File: src/rtl/part_buf_pkg.sv
// Shared constants and helpers for the partition-buffer FIFO controller.
package part_buf_pkg;

  localparam int unsigned DefDataWidth   = 64;
  localparam int unsigned DefAddrWidth   = 3;
  localparam int unsigned DefAfullThresh = 6;

  // Default-width pointer and occupancy types; count is one bit wider than the pointer
  // so that full and empty are distinguishable.
  typedef logic [DefAddrWidth-1:0] ptr_t;
  typedef logic [DefAddrWidth:0]   cnt_t;

  // Number of BRAM entries addressed by an aw-bit pointer.
  function automatic int unsigned depth(input int unsigned aw);
    return 32'd1 << aw;
  endfunction

endpackage

File: src/rtl/part_buf_fifo_ctrl.sv
// Valid/ready FIFO controller wrapped around an external partition-buffer BRAM with a
// 1-cycle registered read port. Optional high-water-mark output: define PART_BUF_HWM_EN.
module part_buf_fifo_ctrl
  import part_buf_pkg::*;
#(
  parameter int unsigned DATA_WIDTH   = DefDataWidth,
  parameter int unsigned ADDR_WIDTH   = DefAddrWidth,
  parameter int unsigned AFULL_THRESH = DefAfullThresh
) (
  input  logic                  clk_i,
  input  logic                  rst_i,
  input  logic                  flush_i,
  input  logic                  in_valid_i,
  output logic                  in_ready_o,
  input  logic [DATA_WIDTH-1:0] in_data_i,
  output logic                  out_valid_o,
  input  logic                  out_ready_i,
  output logic [DATA_WIDTH-1:0] out_data_o,
  output logic [ADDR_WIDTH:0]   count_o,
  output logic                  afull_o,
  output logic [ADDR_WIDTH-1:0] bram_waddr_o,
  output logic                  bram_we_o,
  output logic [DATA_WIDTH-1:0] bram_wdata_o,
  output logic [ADDR_WIDTH-1:0] bram_raddr_o,
  output logic                  bram_rd_en_o,
  input  logic [DATA_WIDTH-1:0] bram_out_i
`ifdef PART_BUF_HWM_EN
  ,
  output logic [ADDR_WIDTH:0]   hwm_o
`endif
);

  typedef logic [ADDR_WIDTH-1:0] ptr_w_t;
  typedef logic [ADDR_WIDTH:0]   cnt_w_t;

  localparam cnt_w_t DepthCnt = cnt_w_t'(depth(ADDR_WIDTH));
  localparam cnt_w_t AfullCnt = cnt_w_t'(AFULL_THRESH);

  ptr_w_t wptr_q, wptr_d;
  ptr_w_t rptr_q, rptr_d;
  cnt_w_t count_q, count_d;
  logic   out_valid_q, out_valid_d;
  logic   afull_q, afull_d;
  logic   full, push, adv, pop, clr;
`ifdef PART_BUF_HWM_EN
  cnt_w_t hwm_q, hwm_d;
`endif

  // Handshake, pointer/count next-state and BRAM port drive.
  always_comb begin
    clr  = rst_i | flush_i;
    full = (count_q == DepthCnt);
    // in_ready looks only at registered count so a same-cycle pop never frees the write port.
    in_ready_o = ~full;
    push = in_valid_i & ~full & ~clr;
    adv  = ~out_valid_q | out_ready_i;
    // Uses pre-push count, so the slot being written this cycle is never read.
    pop  = adv & (count_q != '0);

    wptr_d = push ? wptr_q + ptr_w_t'(1) : wptr_q;
    rptr_d = pop ? rptr_q + ptr_w_t'(1) : rptr_q;

    count_d = count_q;
    unique case ({push, pop})
      2'b10:   count_d = count_q + cnt_w_t'(1);
      2'b01:   count_d = count_q - cnt_w_t'(1);
      default: count_d = count_q;
    endcase

    out_valid_d = out_valid_q;
    if (pop) begin
      out_valid_d = 1'b1;
    end else if (adv) begin
      out_valid_d = 1'b0;
    end

    afull_d = (count_d >= AfullCnt);
`ifdef PART_BUF_HWM_EN
    hwm_d = (count_d > hwm_q) ? count_d : hwm_q;
`endif

    bram_we_o    = push;
    bram_waddr_o = wptr_q;
    bram_wdata_o = in_data_i;
    bram_raddr_o = rptr_q;
    bram_rd_en_o = adv;
    out_data_o   = bram_out_i;
    out_valid_o  = out_valid_q;
    count_o      = count_q;
    afull_o      = afull_q;
  end

  // State register; rst and flush clear everything identically.
  always_ff @(posedge clk_i) begin
    if (clr) begin
      wptr_q      <= '0;
      rptr_q      <= '0;
      count_q     <= '0;
      out_valid_q <= 1'b0;
      afull_q     <= 1'b0;
    end else begin
      wptr_q      <= wptr_d;
      rptr_q      <= rptr_d;
      count_q     <= count_d;
      out_valid_q <= out_valid_d;
      afull_q     <= afull_d;
    end
  end

`ifdef PART_BUF_HWM_EN
  // Peak occupancy since the last reset or flush.
  always_ff @(posedge clk_i) begin
    if (clr) begin
      hwm_q <= '0;
    end else begin
      hwm_q <= hwm_d;
    end
  end

  assign hwm_o = hwm_q;
`endif

endmodule

File: config.mk
export PLATFORM = sky130hd
export DESIGN_NAME = part_buf_fifo_ctrl
export DESIGN_NICKNAME = d
export VERILOG_FILES = /design/src/rtl/part_buf_pkg.sv /design/src/rtl/part_buf_fifo_ctrl.sv
export SDC_FILE = /design/constraint.sdc
export NUM_CORES = 1
export LEC_CHECK = 0
export CAP_MARGIN = 20
export CORE_AREA = 8 8 100 102
export DETAILED_ROUTE_END_ITERATION = 6
export DIE_AREA = 0 0 108 110
export PLACE_DENSITY = 0.74
export SLEW_MARGIN = 20
export SYNTH_ARGS = -nofsm -noshare
export SYNTH_HDL_FRONTEND = slang
export SYNTH_SLANG_ARGS = --single-unit
File: constraint.sdc
create_clock -name clk_i -period 3 [get_ports clk_i]
set_clock_uncertainty 0.1 [all_clocks]
set_input_delay 0.3 -clock clk_i [delete_from_list [all_inputs] [get_ports clk_i]]
set_output_delay 0.3 -clock clk_i [all_outputs]
set_load 0.02 [all_outputs]
# == Word level (Yosys, flattened, before mapping) ==
# Cells that the tools add are included.
# totals
regBits,12
inputBits,133
output_inout_bits,143
wordCells,26
# op_classes
addsub,4
n_lt_le_gt_ge,1
eq_ne,3
n_mux,3
bitwise,8
n_reduce_logical,2
# op_table
op,count
4-bit one-hot mux with 2 select lines,1
3-bit by 1-bit adder with 3-bit output (second input constant),2
4-bit by 1-bit adder with 4-bit output (second input constant),1
4-bit equality test (second input constant),1
4-bit by 3-bit >= comparator with 1-bit output (second input constant),1
4-bit nonzero test,1
4-bit by 1-bit subtractor with 4-bit output (second input constant),1
1-bit bitwise AND,3
1-bit NOT,3
2-bit by 1-bit equality test with 1-bit output (second input constant),1
2-bit equality test (second input constant),1
1-bit 2-to-1 mux,2
1-bit OR,2
2-bit nonzero test,1

# == Depth between registers and ports, before layout ==
# logic_depth
word_depth,7
depth_mapped,10
ltp_nobuf,9

# == Least setup slack after synthesis ==
# OpenSTA, ideal clock, no wires.
# synth_path
kind,flip-flop to flip-flop
startpoint,reg count_q[3] (netlist: count_o[3])
endpoint,reg afull_q (netlist: afull_o)
setup_time_ns,0.074
t_arrival_ns,2.642
required_ns,2.826
path_slack_ns,0.183
path_stages_with_launch,10
path_buffers,1
period_less_slack_ns,2.817
path_cell_list,dfxtp_1 -> or4b_1 -> clkbuf_2 -> nand3_1 -> ha_1 -> ha_1 -> a21oi_1 -> a21oi_1 -> or4b_1 -> a31oi_1
# synth_via
elab_chain_cells,7
elab_cells_between_ends,12
classes_between,2 x add/sub; 1 x order compare; 3 x eq/ne; 1 x mux; 4 x bitwise; 1 x reduce/logical
# synth_rtl
item,line,rtl
"start, declared",part_buf_fifo_ctrl.sv:41,"cnt_w_t count_q, count_d;"
"start signal, assigned",part_buf_fifo_ctrl.sv:104,count_q <= count_d;
4-bit equality test (*),part_buf_fifo_ctrl.sv:52,full = (count_q == DepthCnt);
1-bit NOT (*),n/a,
via in_ready_o,part_buf_fifo_ctrl.sv:14,"output logic in_ready_o,"
1-bit bitwise AND (*) (2 in series),part_buf_fifo_ctrl.sv:55,push = in_valid_i & ~full & ~clr;
2-bit by 1-bit equality test with 1-bit output or 2-bit equality test (tied branches),part_buf_fifo_ctrl.sv:64,"unique case ({push, pop})"
4-bit one-hot mux with 2 select lines (*),part_buf_fifo_ctrl.sv:64,
4-bit by 3-bit >= comparator with 1-bit output (*),part_buf_fifo_ctrl.sv:77,afull_d = (count_d >= AfullCnt);
"end signal, assigned",part_buf_fifo_ctrl.sv:106,afull_q <= afull_d;
"end, declared",part_buf_fifo_ctrl.sv:43,"logic afull_q, afull_d;"
# Mark *: on every way through the listed nets, which the timed path passes. The rest lies on a longest branch.
# A chain may end at the register's enable or synchronous reset.

# == Worst setup path in the final report ==
# layout_path
startpoint,reg count_q[1] (netlist: count_o[1])
endpoint,reg afull_q (netlist: afull_o)
# layout_via
elab_chain_cells,7
elab_cells_between_ends,12
classes_between,2 x add/sub; 1 x order compare; 3 x eq/ne; 1 x mux; 4 x bitwise; 1 x reduce/logical
# layout_rtl
item,line
4-bit equality test,part_buf_fifo_ctrl.sv:52
1-bit NOT,part_buf_fifo_ctrl.sv:55
1-bit bitwise AND (2 in series),part_buf_fifo_ctrl.sv:55
2-bit by 1-bit equality test with 1-bit output or 2-bit equality test (tied branches),part_buf_fifo_ctrl.sv:64
4-bit one-hot mux with 2 select lines (*),part_buf_fifo_ctrl.sv:64
4-bit by 3-bit >= comparator with 1-bit output (*),part_buf_fifo_ctrl.sv:77
# Mark *: on every way between the ends. The rest lies on a longest branch, timed or not.

==> flow_summary.json <==
{
  "run_status": "complete, no violations",
  "cts.sinks": 12,
  "powerDensity_mw_per_mm2": 400,
  "syn_inst": 202,
  "grtUsageMet3_pct": 5.06,
  "dieHeight_um": 110,
  "fin_crit_sh_pct": 94.0,
  "grt_use_total_pct": 5.52,
  "num_vias": 775,
  "worst_slack_ns": 0.181,
  "drc": 0,
  "synth_cell_types": 25,
  "critPathLaunchType": "register",
  "slew_viol_final": 0,
  "final_common_cell": "clkdlybuf4s50_1",
  "synth.yosys.seq_area_share_pct": 15.1,
  "ant_nets": 0,
  "worstPathCellList": "or4b_1 > nand3_1 > ha_1 > ha_1 > a21oi_1 > a21oi_1 > or4b_1 > a31oi_1",
  "min_period_ns": 2.82,
  "io_buffer_count": 19,
  "dieArea_mm2": 0.0119,
  "avgSynthCellArea_um2": 7.89,
  "ys_ff_latch": 12,
  "postCtsSetupRepairBufs": 0,
  "root_buffer": "clkbuf_8",
  "crit_path_top_delay_cell": "or4b_1",
  "cts.path.max_buffers": 2,
  "dpl_cell_area_um2": 961,
  "fin_area_mm2": 0.00102,
  "cts_hold_buf": 0,
  "gp_congestion": 0.716,
  "grt_max_degree": 13,
  "grt_pass1_vias": 769,
  "switching_share_pct": 24.3,
  "numCtsBuffers": 3,
  "combPwrFrac_pct": 15.0,
  "peakVddDrop_uv": 116,
  "use_met2_pct": 7.59,
  "die_w_um": 108,
  "maxCapViolations": 0,
  "hold_class": "register to register",
  "rsz0062_at_grt": "false",
  "critPathMaxFanout": 7,
  "power.switching_mw": 0.0989,
  "max_slew_margin_pct": 75.8,
  "syn-num-nets": 341,
  "leakage_nw": 0.351,
  "drt-initial-drc-count": 37,
  "cts_resized": 0,
  "start_util_pct": 18.8,
  "seq_power_share_pct": 41.2,
  "routed_via_density": 3.80,
  "rows": 34,
  "synth_top_area_share_pct": 60.3,
  "coreArea_mm2": 0.00847,
  "wire_per_inst_um": 17.5,
  "internal-power_mw": 0.307,
  "cts.reportedPaths.clkPinSlew_ns": 0.06,
  "grt_overflow_total": 0,
  "syn_to_final_growth_pct": -36.3,
  "hold_violations": 0,
  "grt_pass1_wl_mm": 4.70,
  "hpwlAfterDp_mm": 2.96,
  "diodes": 0,
  "met1_usage_pct": 3.18,
  "final.fill_count": 952,
  "worstMarginPinSlew_ns": 0.360,
  "nNetsFinal": 236,
  "max_freq_mhz": 355,
  "post-place-ws_ns": 0.227,
  "worstPathArrival_ns": 2.88,
  "antenna_found_initial": 0,
  "cts_tree": "done",
  "busiest_layer": "met4",
  "yosysWarnings": 0,
  "setup-tns-final_ns": 0,
  "cts.htree.levels": 1,
  "drtPass1Iterations": 4,
  "critPathRequiredTime_ns": 3.07,
  "end_kind": "register",
  "final_layout_size_suffix_gt1_share_pct": 10.4,
  "clk_latency_ns": 0.24,
  "yosys-top-cells-area": "buf_4, dfxtp_1, ha_1, a21oi_1, nor2_1",
  "critPathKind": "register to register",
  "setup_viol": 0,
  "layout_common_cells": "clkdlybuf4s50_1, nor2_1, dfxtp_1, a21oi_1",
  "p_clk_share_pct": 43.7,
  "wl_mm": 3.57,
  "power_mw": 0.406,
  "dp_cells": 200,
  "worst_path_largest_cell_delay_ns": 0.59,
  "syn_area_mm2": 0.00159,
  "io-pin-count": 276,
  "netlist.top_cell.by_area": "buf_4",
  "instances_no_fill": 204
}
[worst paths after layout]
path	from	end	slack [ns]	cells past startpoint
max	count_o[1]	afull_o	0.18	8
min	bram_waddr_o[1]	bram_waddr_o[1]	0.38	2
max reg2reg	count_o[1]	afull_o	0.18	8
min reg2reg	bram_waddr_o[1]	bram_waddr_o[1]	0.38	2
[cell families (layout without fill, tap and decap cells)]
logic type | Yosys count | in the layout | synth area share (%)
AO/OA/AOI/OAI | 14 | 14 | 4.87
XOR/XNOR | 5 | 5 | 2.75
adder cells (fa/ha/maj) | 6 | 6 | 5.18
buffers and inverters | 136 | 30 | 62.2
flip-flops | 12 | 12 | 15.1
multiplexers | 1 | 1 | 0.628
AND/OR/NAND/NOR | 28 | 28 | 9.26
[metal layers]
layer  vias to the layer above  share of wire (%)
li1                        296                  -
met1                       320                 23
met2                        75                 40
met3                        84                 20
met4                         0                 17
met5                         -                  0
[power by group through the flow]
stage	registers, mW	clock network (mW)	logic (mW)
2_1_floorplan	0.175	0	0.281
3_3_place_gp	0.171	0	0.0596
3_5_place_dp	0.171	0	0.0614
4_1_cts	0.168	0.183	0.0616
5_1_grt	0.168	0.192	0.0677
6_report	0.167	0.178	0.0610
[critical path: cells and delay by family, from the launching register on]
family                   cells  cell delay, ns
adder cells (fa/ha/maj)      2            0.49
AO/OA/AOI/OAI                3            0.53
flip-flops                   1            0.37
AND/OR/NAND/NOR              3            1.25
[flip-flops by register name, indices dropped and copies added, names as in the netlist]
name          count
out_valid_o       1
bram_raddr_o      3
bram_waddr_o      3
count_o           4
afull_o           1
[through the flow]
step	hold WS, ns	util [%]
floorplan	0.360	-
global placement	0.375	11.4
detailed placement	0.378	11.4
CTS	0.385	12.0
global route	0.427	12.0
finish	0.379	12.0
[synth_stat cells]
cell,n
a21oi_1,9
a31o_2,1
a31oi_1,1
and3_4,1
buf_4,128
clkbuf_1,2
clkbuf_2,1
dfxtp_1,12
fa_1,1
ha_1,5
inv_1,5
mux2i_1,1
nand2_1,5
nand3_1,3
nand3_2,1
nand3b_1,1
nor2_1,12
nor4_1,1
o21ai_0,2
o31ai_1,1
or2_2,1
or4_1,1
or4b_1,2
xnor2_1,1
xor2_1,4
[final cells by class]
type	count	area, um2	area share (%)
Inverter	5	18.8	1.85
Multi-Input combinational cell	54	362	35.6
Tap cell	108	135	13.3
Sequential cell	12	240	23.6
Timing Repair Buffer	21	205	20.2
Clock buffer	4	55.1	5.42
Power figures use the tool's default switching activity.
